$ cat src/rtl/register_pipe_vr_pkg.sv
// Shared definitions for the valid/ready register pipe: occupancy counter
// width and the handshake transfer helper.
package register_pipe_vr_pkg;

    // Bits needed to count 0..depth valid stages.
    function automatic int cnt_w(input int depth);
        return $clog2(depth + 1);
    endfunction

    // A word moves across an interface when both sides agree.
    function automatic logic xfer(input logic valid, input logic ready);
        return valid && ready;
    endfunction

endpackage

$ cat src/rtl/register_pipe_vr_stage.sv
// One stage of the elastic pipe: a valid bit plus a data register that only
// loads when a real word arrives, so bubbles never toggle the data path.
module register_pipe_vr_stage #(
    parameter int               WIDTH     = 4,
    parameter logic [WIDTH-1:0] RESET_VAL = {WIDTH{1'b0}}
) (
    input  logic             clk,
    input  logic             rst_n,
    input  logic             i_flush,
    input  logic             i_load,
    input  logic             i_up_valid,
    input  logic [WIDTH-1:0] i_up_data,
    output logic             o_valid,
    output logic [WIDTH-1:0] o_data
);

    logic             r_valid;
    logic [WIDTH-1:0] r_data;

    // Valid bit: flush clears it, otherwise it follows upstream when loading.
    always_ff @(posedge clk or negedge rst_n) begin
        if (!rst_n) begin
            r_valid <= 1'b0;
        end else if (i_flush) begin
            r_valid <= 1'b0;
        end else if (i_load) begin
            r_valid <= i_up_valid;
        end else begin
            r_valid <= r_valid;
        end
    end

    // Data register: captures only real words; flush leaves it untouched.
    always_ff @(posedge clk or negedge rst_n) begin
        if (!rst_n) begin
            r_data <= RESET_VAL;
        end else if (!i_flush && i_load && i_up_valid) begin
            r_data <= i_up_data;
        end else begin
            r_data <= r_data;
        end
    end

    assign o_valid = r_valid;
    assign o_data  = r_data;

endmodule

$ cat src/rtl/register_pipe_vr.sv
// Elastic DEPTH-stage valid/ready pipeline register with synchronous flush
// and an occupancy count.
module register_pipe_vr
    import register_pipe_vr_pkg::*;
#(
    parameter int               WIDTH     = 4,
    parameter int               DEPTH     = 2,
    parameter logic [WIDTH-1:0] RESET_VAL = {WIDTH{1'b0}}
) (
    input  logic                       clk,
    input  logic                       rst_n,
    input  logic                       flush,
    input  logic                       in_valid,
    output logic                       in_ready,
    input  logic [WIDTH-1:0]           in_data,
    output logic                       out_valid,
    input  logic                       out_ready,
    output logic [WIDTH-1:0]           out_data,
    output logic [cnt_w(DEPTH)-1:0]    count
);

    localparam int CW = cnt_w(DEPTH);

    logic [DEPTH-1:0] w_v;
    logic [WIDTH-1:0] w_d [DEPTH];
    logic [DEPTH:0]   w_rdy;
    logic             w_in_fire;
    logic             w_out_fire;
    logic [CW-1:0]    r_count;

    // Ready chain: a stage can load if it is empty or its successor moves.
    always_comb begin
        w_rdy        = {(DEPTH+1){1'b0}};
        w_rdy[DEPTH] = out_ready;
        for (int i = DEPTH - 1; i >= 0; i--) begin
            w_rdy[i] = !w_v[i] || w_rdy[i+1];
        end
    end

    for (genvar g = 0; g < DEPTH; g++) begin : g_stage
        if (g == 0) begin : g_head
            register_pipe_vr_stage #(
                .WIDTH     (WIDTH),
                .RESET_VAL (RESET_VAL)
            ) u_stage (
                .clk        (clk),
                .rst_n      (rst_n),
                .i_flush    (flush),
                .i_load     (w_rdy[g]),
                .i_up_valid (in_valid),
                .i_up_data  (in_data),
                .o_valid    (w_v[g]),
                .o_data     (w_d[g])
            );
        end else begin : g_body
            register_pipe_vr_stage #(
                .WIDTH     (WIDTH),
                .RESET_VAL (RESET_VAL)
            ) u_stage (
                .clk        (clk),
                .rst_n      (rst_n),
                .i_flush    (flush),
                .i_load     (w_rdy[g]),
                .i_up_valid (w_v[g-1]),
                .i_up_data  (w_d[g-1]),
                .o_valid    (w_v[g]),
                .o_data     (w_d[g])
            );
        end
    end

    assign in_ready   = w_rdy[0] && !flush;
    assign out_valid  = w_v[DEPTH-1];
    assign out_data   = w_d[DEPTH-1];
    assign w_in_fire  = xfer(in_valid, in_ready);
    assign w_out_fire = xfer(out_valid, out_ready);

    // Occupancy tracks entries minus exits; flush empties every stage.
    always_ff @(posedge clk or negedge rst_n) begin
        if (!rst_n) begin
            r_count <= {CW{1'b0}};
        end else if (flush) begin
            r_count <= {CW{1'b0}};
        end else if (w_in_fire && !w_out_fire) begin
            r_count <= r_count + CW'(1);
        end else if (!w_in_fire && w_out_fire) begin
            r_count <= r_count - CW'(1);
        end else begin
            r_count <= r_count;
        end
    end

    assign count = r_count;

endmodule
$ cat config.mk
export PLATFORM = sky130hd
export DESIGN_NAME = register_pipe_vr
export DESIGN_NICKNAME = d
export VERILOG_FILES = /design/src/rtl/register_pipe_vr_pkg.sv /design/src/rtl/register_pipe_vr_stage.sv /design/src/rtl/register_pipe_vr.sv
export SDC_FILE = /design/constraint.sdc
export NUM_CORES = 1
export LEC_CHECK = 0
export ABC_AREA = 1
export CORE_AREA = 2 2 39 41
export CTS_BUF_LIST = sky130_fd_sc_hd__clkbuf_4
export DETAILED_ROUTE_END_ITERATION = 8
export DIE_AREA = 0 0 41 43
export PLACE_DENSITY = 0.88
export SYNTH_ARGS = -nofsm -noshare
export SYNTH_HDL_FRONTEND = slang
export SYNTH_HIERARCHICAL = 1
export SYNTH_SLANG_ARGS = --single-unit
export TNS_END_PERCENT = 1
$ cat constraint.sdc
create_clock -name clk -period 1.4 [get_ports clk]
set_input_delay 0.14 -clock clk [delete_from_list [all_inputs] [get_ports clk]]
set_output_delay 0.14 -clock clk [all_outputs]
set_load 0.01 [all_outputs]
==> reports/qor.csv <==
metric;value;unit
synthAdderAreaFrac;0;
seq_area;300.3;sq um
postSynthNetCount;83;
final_layout_size_suffix_gt1_frac;0.1485;
die_x;41;microns
multi_input_area;276.5;sq um
hold_path_class;input pin to async pin;
top_layer;met4;
post-route-drc-count;0;
antennaDiodeCount;0;
routed_wl;1.271;mm
rsz0062_at_grt;no;
synth_compound_area_frac;0.02268;
synth_edf_count;0;
synth-main-ff-cell;dfrtp_1;
p_comb_frac;0.274;
finalClockSkew;0.001587;ns
synth_common_cells;nand2_1, dfrtp_1, nand4_1;
cts_tree;yes;
critPathBufInv;1;
die_height;43;microns
yosys_warnings;6;
critPathMaxStageDelay;0.54;ns
grt_max_degree;13;
grt_use_total;0.1900;
cp_max_fo;3;
ys_seq_area_frac;0.4948;
setup_ws;0.06426;ns
hold_viol;0;
synth-seq-cells;12;
synth-xor-area-share;0.01443;
dr.first_iter.drc_count;15;
grt_pass1_wl;2.152;mm
path_cells;clkdlybuf4s50_1;
ys_types;10;
wl_met1;507;microns
crit_type;flop to output pin;
power.switching;0.0002553;W
arrival;1.20;ns
cts_sinks;12;
antenna_left;0;
gp_congestion;0.7950;
wl_per_cell;10.86;microns
synth_top_family_by_area;simple AND/OR/NAND/NOR gates;
switching_share;0.2890;
row_count;14;
synth.largest_area_cell;dfrtp_1;
dieArea;1763;sq um
fillers;133;
post-route-util;0.6239;
vias_per_cell;5.068;
grt_pass1_vias;566;
setup_viol;0;
tightest_slew;0.5162;ns
dp.cells;112;
critical_path.top_delay_family;buffers and inverters;
setup_tns;0;ns
area_growth;42.27;%
period_needed;1.336;ns
drv_cap;0;
wl_met2;645;microns
clkTransAtPathRegs;0.07;ns
vias;593;
start_kind;flop;
wl_met3;65;microns
crit_path_end_kind;output pin;
cellInternalPower;0.0006282;W
portBuffers;16;
cts_root_buffer;clkbuf_4;
p_per_area;1023;nW/um^2
avgSynthCellArea;8.200;sq um
crit_required;1.26;ns
clkPwrFrac;0.246;
p_total;0.0008835;W
synth_top_cell_area_share;0.4948;
clock_path_buffers;2;
dpl.hpwl;983.9;microns
final_max_slew_viol_count;0;
numCtsBuffers;3;
leakage;0.4622;nW
fmaxAchievable;0.7487;GHz
drt-pass1-iter-count;4;
final_cell_count_no_fill;117;
place_ws;-0.1195;ns
period_share;0.9541;
max_slew_margin;0.6548;
netlist_area;606.8;sq um
synthArstFlopShare;1.000;
timing.critical_path.slowest_stage_cell;clkdlybuf4s50_1;
core_area;1384;sq um
synth_mux_area_frac;0;
synthCells;74;
antenna_found_initial;0;
nets;111;
start_util;0.4385;
clk_latency;0.27;ns
outcome;finished, final reports clean;
synth_most_common_cell;nand2_1;
cts_htree_levels;1;
synthSimpleGateAreaFrac;0.4186;
vdd_drop_max;443.5;uV
seqPwrFrac;0.480;
synth_area_leaders;dfrtp_1, nand2_1, nand4_1;
io_pins;17;
grt_remaining_overflow;0;
[per-stage QoR]
step           hold slack (ns)  instance area (sq um)
2_1_floorplan          -0.1556                  606.8
3_3_place_gp            0.4543                  832.0
3_5_place_dp            0.4611                  832.0
4_1_cts                 0.2164                  855.8
5_1_grt                 0.2410                  863.3
6_report                0.2062                  863.3
[power by group through the flow]
stage | sequential [W] | combinational [W] | clock, W
after floorplan | 0.000449 | 0.0000847 | 0
after global placement | 0.000431 | 0.000227 | 0
after detailed placement | 0.000434 | 0.000235 | 0
after CTS | 0.000428 | 0.000233 | 0.000225
after global routing | 0.000429 | 0.000274 | 0.000251
final | 0.000424 | 0.000242 | 0.000217
[final cells by class]
class	count	area share
Sequential cell	12	0.3478
Multi-Input combinational cell	54	0.3203
Timing Repair Buffer	23	0.2435
Inverter	8	0.03478
Clock buffer	3	0.02609
Tap cell	16	0.02319
Clock inverter	1	0.004348
[repair_timing]
item / 4_1_cts / 5_1_grt
setup endpoints to repair: 2 / 1
buffers inserted: 0 / 1
resized for setup: 2 / 0
hold buffers: 0 / 0
[routing by layer]
metal / up-vias / GRT usage
met5: - / 0
met3: 6 / 0.04712
met2: 22 / 0.2938
met1: 270 / 0.1940
met4: 0 / 0.1733
li1: 295 / -
[kinds of logic after synthesis]
kind of cell | Yosys count
XOR/XNOR | 1
AND/OR/NAND/NOR | 51
AO/OA/AOI/OAI | 2
buffers and inverters | 8
flip-flops | 12
[registers in the layout, summed over array words and instances (netlist names)]
signal                          count
g_stage.g_head.u_stage/o_data       4
g_stage.g_head.u_stage/o_valid      1
count                               2
g_stage.g_body.u_stage/o_valid      1
g_stage.g_body.u_stage/o_data       4
[path summary, 6_finish.rpt]
check / to / slack (ns) / startpoint / cells after the start
setup / recovery: count[1] / 0.06 / count[1] / 1
hold / removal: g_stage[1].g_body.u_stage/o_data[3] / 0.21 / rst_n / 1
setup reg to reg: count[1] / 0.20 / g_stage[1].g_body.u_stage/o_valid / 7
hold reg to reg: g_stage[1].g_body.u_stage/o_data[3] / 0.48 / g_stage[1].g_body.u_stage/o_data[3] / 2
max in group asynchronous: g_stage[0].g_head.u_stage/o_valid / 0.85 / rst_n / 1
min in group clk: g_stage[0].g_head.u_stage/o_data[0] / 0.43 / in_data[0] / 3
[layout by cell type, fill, tap and decap left out]
master / netlist / layout
clkbuf_4: 0 / 3
dfrtp_1: 12 / 12
nand4_1: 9 / 9
nand2_1: 34 / 34
xor2_1: 1 / 1
o21ai_2: 1 / 1
nor2_1: 4 / 4
nand3_4: 2 / 2
clkdlybuf4s50_1: 0 / 14
buf_4: 0 / 7
inv_1: 8 / 8
nand3_2: 2 / 2
a21oi_1: 1 / 1
dlygate4sd2_1: 0 / 2
clkinv_1: 0 / 1
No activity file was read; power rests on OpenSTA's default activity.
